===== config.mk =====
export PLATFORM = sky130hd
export DESIGN_NAME = mul8_seq_ctrl_flat
export DESIGN_NICKNAME = d
export VERILOG_FILES = /design/src/rtl/mul8_seq_ctrl_pkg.sv /design/src/rtl/mul8_seq_ctrl_if.sv /design/src/rtl/mul8_seq_ctrl_mul4x4_array.sv /design/src/rtl/mul8_seq_ctrl.sv /design/src/flat_wrapper.sv
export SDC_FILE = /design/constraint.sdc
export NUM_CORES = 1
export LEC_CHECK = 0
export ABC_AREA = 1
export CAP_MARGIN = 15
export CORE_MARGIN = 2
export CORE_UTILIZATION = 40
export CTS_CLUSTER_DIAMETER = 100
export DETAILED_ROUTE_END_ITERATION = 10
export GPL_TIMING_DRIVEN = 0
export SLEW_MARGIN = 15
export SYNTH_ARGS = -nofsm -noshare
export SYNTH_HDL_FRONTEND = slang
export SYNTH_HIERARCHICAL = 1
export SYNTH_SLANG_ARGS = --single-unit

===== constraint.sdc =====
create_clock -name clk -period 6.5 [get_ports clk]
set_input_delay 0.65 -clock clk [delete_from_list [all_inputs] [get_ports clk]]
set_output_delay 0.65 -clock clk [all_outputs]
set_load 0.1 [all_outputs]

===== src/rtl/mul8_seq_ctrl_pkg.sv =====
// Package mul8_seq_pkg: shared widths, FSM state type and the per-step
// partial-product shift table for the 8x8 sequential multiplier.
// Exports: NIB_W, OP_W, RES_W, NUM_STEPS, STEP_W, state_t, SHIFT_TBL, shift_pp().
package mul8_seq_pkg;

  localparam int unsigned NIB_W     = 4;
  localparam int unsigned OP_W      = 8;
  localparam int unsigned RES_W     = 16;
  localparam int unsigned NUM_STEPS = 4;
  localparam int unsigned STEP_W    = $clog2(NUM_STEPS);

  typedef enum logic [1:0] {
    IDLE,
    MUL,
    DRAIN,
    DONE
  } state_t;

  // step 0: aL*bL, step 1: aH*bL, step 2: aL*bH, step 3: aH*bH
  localparam int unsigned SHIFT_TBL [NUM_STEPS] = '{0, 4, 4, 8};

  // Zero-extend an 8-bit partial product to result width and align it.
  function automatic logic [RES_W-1:0] shift_pp(input logic [2*NIB_W-1:0] pp,
                                                input logic [STEP_W-1:0]  step);
    logic [RES_W-1:0] ext;
    ext = {{(RES_W-2*NIB_W){1'b0}}, pp};
    return ext << SHIFT_TBL[step];
  endfunction

endpackage


===== src/rtl/mul8_seq_ctrl_if.sv =====
// Interface mul8_seq_ctrl_if: operand and result valid/ready handshakes.
//   in_valid/in_ready/a/b        : operand channel (master -> controller)
//   out_valid/out_ready/product  : result channel (controller -> master)
// Modports: master (operand source / result sink), slave (controller).
interface mul8_seq_ctrl_if;
  import mul8_seq_pkg::*;

  logic             in_valid;
  logic             in_ready;
  logic [OP_W-1:0]  a;
  logic [OP_W-1:0]  b;
  logic             out_valid;
  logic             out_ready;
  logic [RES_W-1:0] product;

  modport master (
    output in_valid, a, b, out_ready,
    input  in_ready, out_valid, product
  );

  modport slave (
    input  in_valid, a, b, out_ready,
    output in_ready, out_valid, product
  );

endinterface


===== src/rtl/mul8_seq_ctrl_mul4x4_array.sv =====
// mul4x4_array: combinational 4x4 unsigned array multiplier.
// AND-gate partial products summed row by row through ripple full adders.
//   i_a, i_b : 4-bit unsigned operands
//   o_p      : 8-bit unsigned product
module mul4x4_array
  import mul8_seq_pkg::*;
(
  input  logic [NIB_W-1:0]   i_a,
  input  logic [NIB_W-1:0]   i_b,
  output logic [2*NIB_W-1:0] o_p
);

  localparam int unsigned AI_W = $clog2(NIB_W);
  localparam int unsigned SI_W = $clog2(2*NIB_W);

  always_comb begin
    logic [2*NIB_W-1:0] w_sum;
    logic               w_c;
    logic               w_pp;
    logic               w_s;

    w_sum = '0;
    w_c   = 1'b0;
    w_pp  = 1'b0;
    w_s   = 1'b0;
    for (int unsigned j = 0; j < NIB_W; j++) begin
      w_sum[SI_W'(j)] = i_a[AI_W'(j)] & i_b[0];
    end
    // Each further row of partial products is rippled into the running sum.
    for (int unsigned i = 1; i < NIB_W; i++) begin
      w_c = 1'b0;
      for (int unsigned j = 0; j < 2*NIB_W; j++) begin
        w_pp = 1'b0;
        if (j >= i && j < i + NIB_W) begin
          w_pp = i_a[AI_W'(j - i)] & i_b[AI_W'(i)];
        end
        w_s = w_sum[SI_W'(j)] ^ w_pp ^ w_c;
        w_c = (w_sum[SI_W'(j)] & w_pp) | (w_c & (w_sum[SI_W'(j)] ^ w_pp));
        w_sum[SI_W'(j)] = w_s;
      end
    end
    o_p = w_sum;
  end

endmodule


===== src/rtl/mul8_seq_ctrl.sv =====
// mul8_seq_ctrl: 8x8 -> 16-bit multiplier sequenced over one shared 4x4
// array multiplier, four nibble partial products shifted and accumulated.
//   clk, rst_n : clock, synchronous active-low reset
//   bus        : mul8_seq_ctrl_if.slave (operand and result handshakes)
//   busy       : high whenever the FSM is not IDLE
// Parameter LAT_REG (0/1): register each partial product before accumulating.
// Macro MUL8_SEQ_SIGNED_EN: treat a/b as two's complement (sign-magnitude core).
module mul8_seq_ctrl
  import mul8_seq_pkg::*;
#(
  parameter int unsigned LAT_REG = 0
) (
  input  logic            clk,
  input  logic            rst_n,
  mul8_seq_ctrl_if.slave  bus,
  output logic            busy
);

  localparam logic [STEP_W-1:0] LAST_STEP = STEP_W'(NUM_STEPS - 1);

  state_t             r_state;
  logic [STEP_W-1:0]  r_step;
  logic [OP_W-1:0]    r_a;
  logic [OP_W-1:0]    r_b;
  logic [RES_W-1:0]   r_acc;
  logic [RES_W-1:0]   r_pp_q;
  logic [RES_W-1:0]   r_product;
  logic               r_out_valid;

  logic [NIB_W-1:0]   w_nib_a;
  logic [NIB_W-1:0]   w_nib_b;
  logic [2*NIB_W-1:0] w_pp;
  logic [RES_W-1:0]   w_term;
  logic [RES_W-1:0]   w_last_sum;
  logic [RES_W-1:0]   w_result;
  logic [OP_W-1:0]    w_a_lat;
  logic [OP_W-1:0]    w_b_lat;

  // step bit 0 selects the high nibble of a, bit 1 the high nibble of b
  assign w_nib_a = r_step[0] ? r_a[OP_W-1:NIB_W] : r_a[NIB_W-1:0];
  assign w_nib_b = r_step[1] ? r_b[OP_W-1:NIB_W] : r_b[NIB_W-1:0];

  mul4x4_array u_mul (
    .i_a (w_nib_a),
    .i_b (w_nib_b),
    .o_p (w_pp)
  );

  assign w_term = shift_pp(w_pp, r_step);

  // The final term is added on the way into r_product, not into r_acc.
  assign w_last_sum = r_acc + ((LAT_REG != 0) ? r_pp_q : w_term);

`ifdef MUL8_SEQ_SIGNED_EN
  logic r_sign;
  assign w_a_lat  = bus.a[OP_W-1] ? (~bus.a + 1'b1) : bus.a;
  assign w_b_lat  = bus.b[OP_W-1] ? (~bus.b + 1'b1) : bus.b;
  assign w_result = r_sign ? (~w_last_sum + 1'b1) : w_last_sum;
`else
  assign w_a_lat  = bus.a;
  assign w_b_lat  = bus.b;
  assign w_result = w_last_sum;
`endif

  assign bus.in_ready  = rst_n && (r_state == IDLE);
  assign busy          = (r_state != IDLE);
  assign bus.out_valid = r_out_valid;
  assign bus.product   = r_product;

  always_ff @(posedge clk) begin
    if (!rst_n) begin
      r_state     <= IDLE;
      r_step      <= '0;
      r_a         <= '0;
      r_b         <= '0;
      r_acc       <= '0;
      r_pp_q      <= '0;
      r_product   <= '0;
      r_out_valid <= 1'b0;
`ifdef MUL8_SEQ_SIGNED_EN
      r_sign      <= 1'b0;
`endif
    end else begin
      case (r_state)
        IDLE: begin
          if (bus.in_valid) begin
            r_a     <= w_a_lat;
            r_b     <= w_b_lat;
            r_acc   <= '0;
            r_step  <= '0;
            r_state <= MUL;
`ifdef MUL8_SEQ_SIGNED_EN
            r_sign  <= bus.a[OP_W-1] ^ bus.b[OP_W-1];
`endif
          end
        end
        MUL: begin
          r_step <= r_step + 1'b1;
          if (LAT_REG != 0) begin
            // Accumulation lags the multiplier by one step; DRAIN adds the last term.
            r_pp_q <= w_term;
            if (r_step != '0) begin
              r_acc <= r_acc + r_pp_q;
            end
            if (r_step == LAST_STEP) begin
              r_state <= DRAIN;
            end
          end else if (r_step == LAST_STEP) begin
            r_product   <= w_result;
            r_out_valid <= 1'b1;
            r_state     <= DONE;
          end else begin
            r_acc <= r_acc + w_term;
          end
        end
        DRAIN: begin
          r_product   <= w_result;
          r_out_valid <= 1'b1;
          r_state     <= DONE;
        end
        DONE: begin
          if (bus.out_ready) begin
            r_out_valid <= 1'b0;
            r_state     <= IDLE;
          end
        end
        default: r_state <= IDLE;
      endcase
    end
  end

endmodule


===== src/flat_wrapper.sv =====
// flat-port wrapper written by rule: the top's interface ports become plain ports
module mul8_seq_ctrl_flat import mul8_seq_pkg::*;
#(
  parameter int unsigned LAT_REG = 0
)
  (clk, rst_n, busy, bus_in_valid, bus_a, bus_b, bus_out_ready, bus_in_ready, bus_out_valid, bus_product);
  mul8_seq_ctrl_if bus_i ();
  input  logic clk;
  input  logic rst_n;
  output logic busy;
  input wire logic [$bits(bus_i.in_valid)-1:0] bus_in_valid;
  input wire logic [$bits(bus_i.a)-1:0] bus_a;
  input wire logic [$bits(bus_i.b)-1:0] bus_b;
  input wire logic [$bits(bus_i.out_ready)-1:0] bus_out_ready;
  output wire logic [$bits(bus_i.in_ready)-1:0] bus_in_ready;
  output wire logic [$bits(bus_i.out_valid)-1:0] bus_out_valid;
  output wire logic [$bits(bus_i.product)-1:0] bus_product;
  assign bus_i.in_valid = bus_in_valid;
  assign bus_i.a = bus_a;
  assign bus_i.b = bus_b;
  assign bus_i.out_ready = bus_out_ready;
  assign bus_in_ready = bus_i.in_ready;
  assign bus_out_valid = bus_i.out_valid;
  assign bus_product = bus_i.product;
  mul8_seq_ctrl #(.LAT_REG(LAT_REG)) u_core (.clk(clk), .rst_n(rst_n), .bus(bus_i), .busy(busy));
endmodule

Word level (Yosys, flattened, before mapping)
Cells that the tools add are included.

cells by class
  $add $sub $neg = 2
  magnitude comparators = 1
  equal/unequal tests = 8
  shift operators = 1
  mux-type cells = 19
  bitwise logic cells = 65
  reduce and logical (&&, ||, !) cells = 12

operator list
  operator                                                          number
  32-bit binary-select mux with 2-bit select                        1
  32-bit 2-to-1 mux                                                 2
  16-bit one-hot mux with 2 select lines                            2
  16-bit 2-to-1 mux                                                 3
  1-bit bitwise AND                                                 36
  8-bit by 32-bit << shifter with 16-bit output                     1
  1-bit XOR                                                         20
  16-bit adder                                                      1
  3-bit AND reduction                                               3
  2-bit 2-to-1 mux                                                  4
  4-bit 2-to-1 mux                                                  2
  1-bit bitwise OR                                                  8
  2-bit one-hot mux with 4 select lines                             1
  2-bit == test (second input constant)                             3
  2-bit != test (second input constant)                             3
  2-bit AND reduction                                               3
  2-bit nonzero test                                                3
  2-bit one-hot mux with 2 select lines                             1
  3-bit greater-or-equal comparator (second input constant)         1
  2-bit NOT with 3-bit output                                       1
  1-bit one-hot mux with 3 select lines                             1
  3-bit nonzero test                                                1
  2-bit by 1-bit adder with 2-bit output (second input constant)    1
  2-bit by 1-bit == test with 1-bit output (second input constant)  1
  other kinds (4)                                                   5

word-level totals
  register bits = 53
  bits of input ports = 20
  output and inout port bits = 19
  word-level logic and storage cells = 115

Longest topological paths before layout
  depth after elaboration = 21
  mapped depth = 33
  gate-level depth less buffers = 33

Modules after synthesis
Netlist, hierarchy kept.

by module, submodules not included
  module         times used  cells an instance  area each (um^2)  seq. area each (um^2)
  mul8_seq_ctrl  1           510                3220.6            1061.0
  mul4x4_array   1           50                 352.8             0.0

Least setup slack after synthesis
Ideal clock, no wire load.

  path kind = register to register
  from = register u_core.r_step[1]
  to = register u_core.r_product[15], in the netlist u_core/bus.product[15]
  arrival time = 5281 ps
  slack = 1110 ps
  stages on the path, launching flop included = 30
  period minus slack after synthesis = 5390 ps
  path through = dfxtp_1 > clkbuf_1 > o21ai_0 > nand2_1 > inv_1 > ha_1 > fa_1 > inv_1 > fa_1 > inv_1 > fa_1 > fa_1 > fa_1 > inv_1 > fa_1 > fa_1 > inv_1 > o21ai_0 > nor2_1 > ha_1 > nand2_1 > inv_1 > a21oi_1 > nand2_1 > nand2_1 > nand3_1 > nand2_1 > nand2_1 > nand2_1 > inv_1

between the ends
  elaborated cells between the ends (all ways) = 76
  classes of those cells = add/sub (1); eq/ne (2); shift (1); mux (6); bitwise (65); reduce/logical (1)

RTL lines
  what                                                   line                                                                text
  from (decl)                                            mul8_seq_ctrl.sv:22                                                 logic [STEP_W-1:0] r_step;
  from (signal assigned)                                 mul8_seq_ctrl.sv:98                                                 r_step <= r_step + 1'b1;
  4-bit 2-to-1 mux *                                     mul8_seq_ctrl.sv:41                                                 assign w_nib_b = r_step[1] ? r_b[OP_W-1:NIB_W] : r_b[NIB_W-1:0];
  net u_core.w_nib_b[0]                                  mul8_seq_ctrl.sv:31                                                 logic [NIB_W-1:0] w_nib_b;
  1-bit bitwise AND                                      mul8_seq_ctrl_mul4x4_array.sv:27                                    w_sum[SI_W'(j)] = i_a[AI_W'(j)] & i_b[0];
  1-bit bitwise AND / 1-bit XOR (equally long branches)  mul8_seq_ctrl_mul4x4_array.sv:38, mul8_seq_ctrl_mul4x4_array.sv:37
  1-bit bitwise AND                                      mul8_seq_ctrl_mul4x4_array.sv:38                                    w_c = (w_sum[SI_W'(j)] & w_pp) | (w_c & (w_sum[SI_W'(j)] ^ w_pp));
  1-bit bitwise OR                                       mul8_seq_ctrl_mul4x4_array.sv:38
  1-bit bitwise AND / 1-bit XOR (equally long branches)  mul8_seq_ctrl_mul4x4_array.sv:38, mul8_seq_ctrl_mul4x4_array.sv:37
  1-bit bitwise OR / 1-bit XOR (equally long branches)   mul8_seq_ctrl_mul4x4_array.sv:38, mul8_seq_ctrl_mul4x4_array.sv:37
  [6 not listed]                                         --
  1-bit bitwise AND                                      mul8_seq_ctrl_mul4x4_array.sv:38
  1-bit bitwise OR                                       mul8_seq_ctrl_mul4x4_array.sv:38
  1-bit XOR *                                            mul8_seq_ctrl_mul4x4_array.sv:37                                    w_s = w_sum[SI_W'(j)] ^ w_pp ^ w_c;
  net u_core.w_pp[6]                                     mul8_seq_ctrl.sv:32                                                 logic [2*NIB_W-1:0] w_pp;
  8-bit by 32-bit << shifter with 16-bit output *        mul8_seq_ctrl_pkg.sv:27                                             return ext << SHIFT_TBL[step];
  16-bit adder *                                         mul8_seq_ctrl.sv:52                                                 assign w_last_sum = r_acc + ((LAT_REG != 0) ? r_pp_q : w_term);
  16-bit 2-to-1 mux                                      mul8_seq_ctrl.sv:108                                                end else if (r_step == LAST_STEP) begin
  16-bit one-hot mux with 2 select lines *               mul8_seq_ctrl.sv:84                                                 case (r_state)
  to (signal assigned)                                   mul8_seq_ctrl.sv:109                                                r_product <= w_result;
  to (signal assigned)                                   mul8_seq_ctrl.sv:117                                                r_product <= w_result;
  to (decl)                                              mul8_seq_ctrl.sv:27                                                 logic [RES_W-1:0] r_product;

The timed path passes the listed nets; every way through them passes the cells marked *. The select of a mux whose other input is x is not followed.
A chain may end at the register's enable or synchronous reset.

Worst setup path in the final report
  from = register u_core.r_step[1]
  to = register u_core.r_product[14], in the netlist u_core/bus.product[14]

between the ends
  cells in the longest elaborated chain, start to end = 21
  elaborated cells between the ends (all ways) = 76
  classes of those cells = add/sub (1); eq/ne (2); shift (1); mux (6); bitwise (65); reduce/logical (1)

RTL lines
  what                                                   line                                                                text
  4-bit 2-to-1 mux *                                     mul8_seq_ctrl.sv:41
  net u_core.w_nib_b[1]                                  mul8_seq_ctrl.sv:31
  1-bit bitwise AND                                      mul8_seq_ctrl_mul4x4_array.sv:35                                    w_pp = i_a[AI_W'(j - i)] & i_b[AI_W'(i)];
  1-bit bitwise AND / 1-bit XOR (equally long branches)  mul8_seq_ctrl_mul4x4_array.sv:38, mul8_seq_ctrl_mul4x4_array.sv:37
  1-bit bitwise AND                                      mul8_seq_ctrl_mul4x4_array.sv:38
  1-bit bitwise OR                                       mul8_seq_ctrl_mul4x4_array.sv:38
  1-bit bitwise AND / 1-bit XOR (equally long branches)  mul8_seq_ctrl_mul4x4_array.sv:38, mul8_seq_ctrl_mul4x4_array.sv:37
  1-bit bitwise OR / 1-bit XOR (equally long branches)   mul8_seq_ctrl_mul4x4_array.sv:38, mul8_seq_ctrl_mul4x4_array.sv:37
  [7 not listed]                                         --
  1-bit bitwise OR                                       mul8_seq_ctrl_mul4x4_array.sv:38
  1-bit bitwise AND                                      mul8_seq_ctrl_mul4x4_array.sv:38
  1-bit bitwise OR *                                     mul8_seq_ctrl_mul4x4_array.sv:38
  net u_core.w_pp[7]                                     mul8_seq_ctrl.sv:32
  8-bit by 32-bit << shifter with 16-bit output *        mul8_seq_ctrl_pkg.sv:27
  16-bit adder *                                         mul8_seq_ctrl.sv:52
  16-bit 2-to-1 mux                                      mul8_seq_ctrl.sv:108
  16-bit one-hot mux with 2 select lines *               mul8_seq_ctrl.sv:84

Marks and branches as above.

==> results.md <==
- Status: finished, final reports clean
- Final std cells w/o fill: 713
- PD cells: between 300 and 400 nW/um2
- Pre-CTS setup slack: 0.313 ns
- Clock latency on the worst-skew pair: 0.31 ns
- Post-Syn Nets: 614
- Initial antenna violation count: 0
- CP max FO: 9
- Post-DP HPWL: 7.05 mm
- Final Setup Violations: 0
- Htree depth: 2
- Clk sinks: 53
- Critical Path AT: 6.26 ns
- Post-route antenna net violation count: 0
- Max clock buf depth: 2
- Average cell area after synthesis: about 6.4 um2
- Vias in the first global route: 3270
- Unrepaired setup endpoints after global routing: yes
- Cell taking the most area after synthesis: dfxtp_1
- Gr ovfl total: 0
- CTS tree: done
- Synth Register Bits: 53
- Remaining DRCs: 0
- Hold_buf cts: 0
- DRT iter0 DRCs: 205
- Vias/cell: between 4 and 5
- Ant. Diodes: 0
- Die Wd: between 90 and 100 um
- CORE AREA: 8680 um2
- Seq/Total Area, Yosys: 0.297
- Filler Cell Count: 920
- Setup crit start kind: register
- # IOs: 39
- Wire per inst: 12.5 um
- Cell area after synthesis: around 3600 um2
- Area occupied by multi-input gates: 2040 um2
- Relative slew slack: 0.346
- Total of warnings raised by yosys: 6
- Worst Path Buf+Inv: 9
- FF+latch area: about 1100 um2
- IO buf count: 37
- Crit. End Element: register
- Final worst slack: 0.459 ns
- Maximum clock rate: 166 MHz
- Final Cell Area: 4200 um2
- Final hold viol count: 0
- Worst Clk Skew: 0.00815 ns
- First-pass GRT wire length: 15.2 mm
- Clock Root Buffer: clkbuf_8
- Final Cycle Share: 0.929
- Layout Nets: 658
- Synth unique cells: 25
- TritonCTS buffer count: 5
- Max stage delay on crit path: roughly 0.50 ns
- Maximum vdd drop: between 0.0003 and 0.0004 V
- Total track usage: 0.191
- Final min period: 6.04 ns
- Initial core utilization: 0.412
- Pleak: 2.27 nW
- Via count: 3376
- Initial DRT Pass Iterations: 4
- Kind of critical path: reg -> reg
- Worst Hold Class: reg -> reg
- Family with the most delay on the worst path: adder cells
- Placed cell area: approximately 4100 um2
- Die area: 9710 um2
- Placed cell count: about 710
- Syn-to-layout area delta: 17.4%
- WP data required: 6.71 ns
- Synth top area cells: dfxtp_1, nand2_1, inv_1
- Synthesized instance count: between 500 and 600
- Slew Limit Fails: 0
- Row Count: 34
- Slew @ Worst Pin: 0.979 ns
- Crit-path most repeated cell: inv_1
- Layout cells sized above 1: 0.0446
- Tot Pwr: 1.57 mW
- Post-Route WL: 8.92 mm
- Synth top area share: 0.297
- Clk slew on worst S/H paths: 0.11 ns
- Height of the die: 98.5 um
- Worst Hold Slack: approximately 0.46 ns
- Slowest-stage cell, CP: fa_1
- GP Congestion: 0.861
- Largest net degree at the start of global routing: 19
- Max_cap viols: 0
[sequential cells by signal (all words and copies together) (netlist names)]
signal                count
u_core/bus.out_valid      1
u_core/bus.product       16
u_core/r_a                8
u_core/r_acc             16
u_core/r_b                8
u_core/r_state            2
u_core/r_step             2
[area by class of cell]
| class | instances | area share |
|---|---|---|
| buffer | 16 | 0.0185 |
| clock buffer | 5 | 0.0164 |
| clock inverter | 3 | 0.0113 |
| inverter | 105 | 0.0939 |
| multi-input combinational | 386 | 0.487 |
| sequential | 53 | 0.253 |
| tap | 108 | 0.0322 |
| timing repair buffer | 37 | 0.0883 |
[cells in the mapped netlist]
cell      instances
nand2_1         168
inv_1            98
nor2_1           54
dfxtp_1          53
o21ai_0          39
a21oi_1          36
ha_1             25
nand3_1          23
clkbuf_1         10
fa_1              9
xor2_1            7
inv_2             6
o21ai_1           6
o21bai_1          6
or2_2             5
buf_2             4
nor3_1            3
a21o_1            1
a21oi_4           1
buf_4             1
buf_6             1
clkinv_1          1
nand4_1           1
o22ai_1           1
or2_0             1
[routing by layer]
| layer | wire length [um] | track usage | vias to the layer above |
|---|---|---|---|
| met5 | 0 | 0 | - |
| met3 | 307 | 0.0277 | 4 |
| met1 | 4650 | 0.282 | 1518 |
| met2 | 3890 | 0.297 | 52 |
| met4 | 65 | 0.0400 | 0 |
| li1 | - | - | 1802 |
[worst paths after layout]
check | to | start | slack (ns) | depth (start not counted)
worst max register to register | u_core/bus.product[14]$_SDFFE_PN0P_ | u_core/r_step[1]$_SDFFE_PN0P_ | 0.46 | 31
worst min register to register | u_core/r_b[3]$_SDFFE_PN0P_ | u_core/r_b[3]$_SDFFE_PN0P_ | 0.46 | 2
worst max-delay path | u_core/bus.product[14]$_SDFFE_PN0P_ | u_core/r_step[1]$_SDFFE_PN0P_ | 0.46 | 31
worst min-delay path | u_core/r_b[3]$_SDFFE_PN0P_ | u_core/r_b[3]$_SDFFE_PN0P_ | 0.46 | 2
[worst register-to-register path: cells and delay by family (launching register included)]
family                     cells  cell delay [ns]
adders and majority gates      9             3.26
DFF                            1             0.33
AOI/OAI and AO/OA              3             0.82
and+or+nand+nor               10             0.92
buffers and inverters          9             0.63
[layout by cell type, fill, tap and decap left out, types with 2 or more instances in the layout]
master | Yosys | routed
a21oi_1 | 36 | 36
buf_2 | 4 | 4
clkbuf_1 | 10 | 9
clkbuf_8 | 0 | 5
clkdlybuf4s50_1 | 0 | 37
dfxtp_1 | 53 | 53
fa_1 | 9 | 9
ha_1 | 25 | 25
inv_1 | 98 | 98
inv_2 | 6 | 6
inv_6 | 0 | 2
nand2_1 | 168 | 168
nand3_1 | 23 | 23
nor2_1 | 54 | 54
nor3_1 | 3 | 3
o21ai_0 | 39 | 37
o21ai_1 | 6 | 8
o21bai_1 | 6 | 6
or2_2 | 5 | 5
xor2_1 | 7 | 7
[cells by family (layout without fill, tap and decap cells)]
logic type | Yosys count | in the layout | share of synthesized area
compound gates | 90 | 90 | 0.134
flops | 53 | 53 | 0.297
xor+xnor | 7 | 7 | 0.0172
buf+inv | 121 | 166 | 0.132
simple gates | 255 | 255 | 0.282
fa+ha+maj | 34 | 34 | 0.138
[metrics by stage]
stage,TNS [ns],utilization
after floorplan,0,-
after global placement,0,0.470
after detailed placement,0,0.470
after CTS,0,0.483
after global routing,-0.00644,0.484
final,0,0.484
[where the power goes]
group          total, mW  internal [mW]  switching, mW
clock network      0.238          0.118          0.120
registers          0.443          0.401         0.0418
logic              0.890          0.239          0.652
[repair_timing]
item | in CTS | in global routing
endpoints found under the setup margin | 0 | 11
buffers inserted | 0 | 0
gates resized for setup | 0 | 4
Note: power is estimated with default switching activity, not from simulation.
